--- src/rtl/serial_adder.sv ---
// Multi-cycle adder: sums two WIDTH-bit operands DIGIT bits per clock, LSB digit first.
// Optional subtract mode is enabled with `define SERIAL_ADDER_SUB_EN (adds a 'sub' port).
module serial_adder #(
    parameter int WIDTH = 8,
    parameter int DIGIT = 1
) (
    input  logic             clk,
    input  logic             rst_n,
    input  logic             start,
`ifdef SERIAL_ADDER_SUB_EN
    input  logic             sub,
`endif
    input  logic [WIDTH-1:0] in_1,
    input  logic [WIDTH-1:0] in_2,
    output logic             busy,
    output logic             out_valid,
    output logic [WIDTH-1:0] sum,
    output logic             carry
);

    // state  | meaning
    // S_IDLE | no result yet, waiting for start
    // S_RUN  | processing one digit per cycle
    // S_DONE | sum/carry hold a completed result; start relaunches
    typedef enum logic [1:0] {
        S_IDLE = 2'd0,
        S_RUN  = 2'd1,
        S_DONE = 2'd2
    } state_t;

    localparam int N     = WIDTH / DIGIT;
    localparam int CNT_W = (N > 1) ? $clog2(N) : 1;

    state_t             state_q, state_d;
    logic [WIDTH-1:0]   a_q, a_d;
    logic [WIDTH-1:0]   b_q, b_d;
    logic [WIDTH-1:0]   acc_q, acc_d;
    logic               cr_q, cr_d;
    logic [CNT_W-1:0]   cnt_q, cnt_d;
    logic [WIDTH-1:0]   sum_q, sum_d;
    logic               carry_q, carry_d;

    logic               sub_in;
    logic               load;
    logic               last;
    logic [DIGIT:0]     digit_res;
    logic [WIDTH-1:0]   acc_next;

`ifdef SERIAL_ADDER_SUB_EN
    assign sub_in = sub;
`else
    assign sub_in = 1'b0;
`endif

    assign load = start && (state_q != S_RUN);
    assign last = (cnt_q == '0);

    always_ff @(posedge clk or negedge rst_n) begin
        if (!rst_n) begin
            state_q <= S_IDLE;
        end else begin
            state_q <= state_d;
        end
    end

    always_comb begin
        state_d = state_q;
        case (state_q)
            S_IDLE:  if (start) state_d = S_RUN;
            S_RUN:   if (last)  state_d = S_DONE;
            S_DONE:  if (start) state_d = S_RUN;
            default: state_d = S_IDLE;
        endcase
    end

    always_comb begin
        busy      = (state_q == S_RUN);
        out_valid = (state_q == S_DONE);
    end

    // Operands shift right each cycle; each digit sum enters the accumulator at the top,
    // so after N cycles the accumulator holds the full sum in place.
    always_comb begin
        a_d       = a_q;
        b_d       = b_q;
        acc_d     = acc_q;
        cr_d      = cr_q;
        cnt_d     = cnt_q;
        sum_d     = sum_q;
        carry_d   = carry_q;
        digit_res = {1'b0, a_q[DIGIT-1:0]} + {1'b0, b_q[DIGIT-1:0]} + (DIGIT+1)'(cr_q);
        acc_next  = (acc_q >> DIGIT) | (WIDTH'(digit_res[DIGIT-1:0]) << (WIDTH - DIGIT));
        if (load) begin
            a_d   = in_1;
            b_d   = sub_in ? ~in_2 : in_2;
            acc_d = '0;
            cr_d  = sub_in;
            cnt_d = CNT_W'(N - 1);
        end else if (state_q == S_RUN) begin
            a_d   = a_q >> DIGIT;
            b_d   = b_q >> DIGIT;
            acc_d = acc_next;
            cr_d  = digit_res[DIGIT];
            if (last) begin
                sum_d   = acc_next;
                carry_d = digit_res[DIGIT];
            end else begin
                cnt_d = cnt_q - CNT_W'(1);
            end
        end
    end

    always_ff @(posedge clk or negedge rst_n) begin
        if (!rst_n) begin
            a_q     <= '0;
            b_q     <= '0;
            acc_q   <= '0;
            cr_q    <= 1'b0;
            cnt_q   <= '0;
            sum_q   <= '0;
            carry_q <= 1'b0;
        end else begin
            a_q     <= a_d;
            b_q     <= b_d;
            acc_q   <= acc_d;
            cr_q    <= cr_d;
            cnt_q   <= cnt_d;
            sum_q   <= sum_d;
            carry_q <= carry_d;
        end
    end

    assign sum   = sum_q;
    assign carry = carry_q;

endmodule

--- config.mk ---
export PLATFORM = sky130hd
export DESIGN_NAME = serial_adder
export DESIGN_NICKNAME = d
export VERILOG_FILES = /design/src/rtl/serial_adder.sv
export SDC_FILE = /design/constraint.sdc
export NUM_CORES = 1
export LEC_CHECK = 0
export ABC_AREA = 1
export CAP_MARGIN = 20
export CORE_MARGIN = 5
export CORE_UTILIZATION = 45
export CTS_BUF_LIST = sky130_fd_sc_hd__clkbuf_4
export DETAILED_ROUTE_END_ITERATION = 8
export PLACE_DENSITY = 0.7
export SLEW_MARGIN = 40
export SYNTH_ARGS = -nofsm -noshare
export SYNTH_HDL_FRONTEND = slang
export SYNTH_SLANG_ARGS = --single-unit
--- constraint.sdc ---
create_clock -name clk -period 2.25 [get_ports clk]
set_input_delay 0.45 -clock clk [delete_from_list [all_inputs] [get_ports clk]]
set_output_delay 0.45 -clock clk [all_outputs]
set_load 0.03 [all_outputs]
==> results of run 1 <==
[registers in the layout, indices dropped and copies added, names as in the netlist]
register,cells
state_q,2
b_q,8
carry,1
sum,8
acc_q,7
cnt_q,3
cr_q,1
a_q,8
[cell usage after synthesis (all sizes together)]
cell type | n | area (um^2)
dfrtp | 38 | 951
nand2 | 73 | 297
nor2 | 2 | 23.8
buf | 4 | 38.8
nand4 | 1 | 6.26
nand3 | 18 | 103
inv | 17 | 66.3
ha | 2 | 25.0
o22ai | 7 | 43.8
clkinv | 1 | 5.00
fa | 1 | 20.0
o21ai | 11 | 88.8
[cell usage in the layout (no fill, tap or decap)]
master           instances
nand4_1                  1
inv_4                    1
o22ai_1                  7
nand3_1                 17
inv_1                   14
o21ai_0                  2
clkbuf_4                 6
ha_1                     2
o21ai_2                  9
buf_4                    2
nand3_4                  1
nor2_8                   1
nor2_1                   1
clkdlybuf4s50_1         28
nand2_1                 70
nand2_4                  3
clkinv_1                 1
dfrtp_1                 38
fa_1                     1
clkinv_2                 2
inv_2                    2
[worst max path at each step]
stage	endpoint	depth (start not counted)
CTS	out_valid	3
global placement	out_valid	3
finish	out_valid	3
global route	out_valid	3
floorplan	out_valid	2
detailed placement	out_valid	3
[cell type report]
type,instances,share of cell area (%)
clock inverters,2,0.430
multi-input cells,115,29.8
well taps,48,2.95
flip-flops and latches,38,46.7
repair buffers,30,14.5
inverters,18,3.50
clock buffers,6,2.21
[through the flow]
stage | hold slack (ns) | std cells | worst slack (ns) | area (um^2) | util, %
2_1_floorplan | 0.154 | 175 | 0.855 | 1670 | -
3_3_place_gp | 0.459 | 249 | 0.472 | 1980 | 54.5
3_5_place_dp | 0.460 | 249 | 0.448 | 1980 | 54.5
4_1_cts | 0.200 | 257 | 0.0684 | 2040 | 56.0
5_1_grt | 0.0683 | 257 | 0.00434 | 2040 | 56.1
6_report | 0.0432 | 257 | 0.0991 | 2040 | 56.1
[power groups by stage]
stage          Sequential, mW  Combinational (mW)  Clock [mW]
5_1_grt                  1.16                1.41       0.388
2_1_floorplan            1.23               0.819           0
3_5_place_dp             1.14                1.26           0
4_1_cts                  1.13                1.26       0.356
3_3_place_gp             1.13                1.22           0
6_report                 1.13                1.24       0.344
[layer usage]
metal	vias to the layer above	GRT usage, %	share of wire (%)
met4	0	3.76	0.89
met3	2	6.11	6.5
li1	628	-	-
met2	33	21.2	50
met5	-	0	0
met1	575	16.6	43
[worst max-delay path, cell delays in order, from the launching register on]
cell and delay (ns):
dfrtp_1 0.46, inv_2 0.08, nor2_1 0.13, clkdlybuf4s50_1 0.69
[cell families (layout without fill, tap and decap cells)]
group                      count (synthesis)  count (layout)  share of synthesized area [%]
and+or+nand+nor                           94              94                           25.7
AOI/OAI and AO/OA                         18              18                           7.95
buffers and inverters                     22              56                           6.60
DFF                                       38              38                           57.0
adders and majority gates                  3               3                           2.70
==> flow_summary.toml, run 1 <==
[run_status]
status = "finished, final reports clean"

[sta]
max_slew_margin_pct = 69.2
skew_ns = 0.0189
period_share_pct = 95.6
drv_slew = 0
hold_viol_final = 0
rsz0062_at_grt = "false"
max_slew.worst_pin.slew_ns = 0.461
finalSetupViolations = 0
max_clock_freq_ghz = 0.465
fin_crit_ns = 2.15
fin_tns_setup_ns = 0

[critical_path]
worstPathMaxFanout = 2
r2r_setup_slack_ns = 0.82
end_kind = "output port"
cp-startpoint = "state_q[1]"
reg2reg_from = "state_q[0]"
start_kind = "flip-flop"
required_ns = 1.80
r2r-end = "sum[4]"
rr_worst_depth = 6
cp_data_arrival_time_ns = 1.70
crit_type = "flip-flop to output port"

[detailed_routing]
first_pass_iters = 4
detail-route-antenna-nets = 0
avgRoutedWirePerCell_um = 11.7
vias_per_cell = 4.82
drc = 0
wl_mm = 3.02
drtIter0Drc = 83
num_vias = 1238

[pwr]
sequentialPowerShare_pct = 41.5
power.total_mw = 2.72
p_clk_share_pct = 12.7
switching_share_pct = 42.3
powerDensity_mw_per_mm2 = 1330
comb_power_share_pct = 45.8
peakVddDrop_mv = 0.537
p_int_mw = 1.57
power_switching_mw = 1.15
p_leak_nw = 0.986

[logic_synthesis]
yosysWarnings = 0
ys_types = 19
syn_avg_cell_area_um2 = 9.53
synthCells = 175
syn-num-nets = 197
syn_area_mm2 = 0.00167
synth-seq-cells = 38
yosysSeqAreaShare_pct = 57.0

[cts]
clk_pin_slew_ns = 0.12
clock_sinks = 38
htreeDepth = 2
cts_setup_buffers = 0
cts_max_path_buffers = 2
cts_root_buf = "clkbuf_4"
ctsHoldBuffers = 0
cts_resized = 0
clock_latency_ns = 0.35
cts_tree = "yes"
cts_buffers = 5

[layout]
ff_latch_area_um2 = 951
n_antenna_cell = 0
final_nets = 230
drive_gt1_share_pct = 12.9
area_growth_pct = 22.2
multi_input_area_um2 = 607
num-fill-cells = 346

[global_routing]
grt_max_degree = 39
grt_pass1_vias = 1169
grt-ovfl-total = 0
grt.total_usage_pct = 13.4
antenna_found_initial = 0
grt_pass1_wl_mm = 5.29

[floorplanning]
rows = 22
die_area_mm2 = 0.00502
core_area_mm2 = 0.00363
chipHeight_um = 70.9
die_w_um = 70.9
io_pins = 30
start_util_pct = 45.9

[flow_run]
max-cap-violations = 0

[hold_path]
worst_hold_path_type = "input port to asynchronous set/reset pin"

[place]
gp_congestion = 0.820
dp_hpwl_mm = 2.19
port-buffer-count = 29
Note: power is estimated with default switching activity, not from simulation.
==> inputs of run 2 (changes only) <==
--- a/config.mk
+++ b/config.mk
@@ -11,6 +11,7 @@
 export CORE_UTILIZATION = 45
 export CTS_BUF_LIST = sky130_fd_sc_hd__clkbuf_4
 export DETAILED_ROUTE_END_ITERATION = 8
+export GPL_ROUTABILITY_DRIVEN = 0
 export PLACE_DENSITY = 0.7
 export SLEW_MARGIN = 40
 export SYNTH_ARGS = -nofsm -noshare
==> results of run 2 <==
Final layout, timing and power as in run 1 (identical DEF).
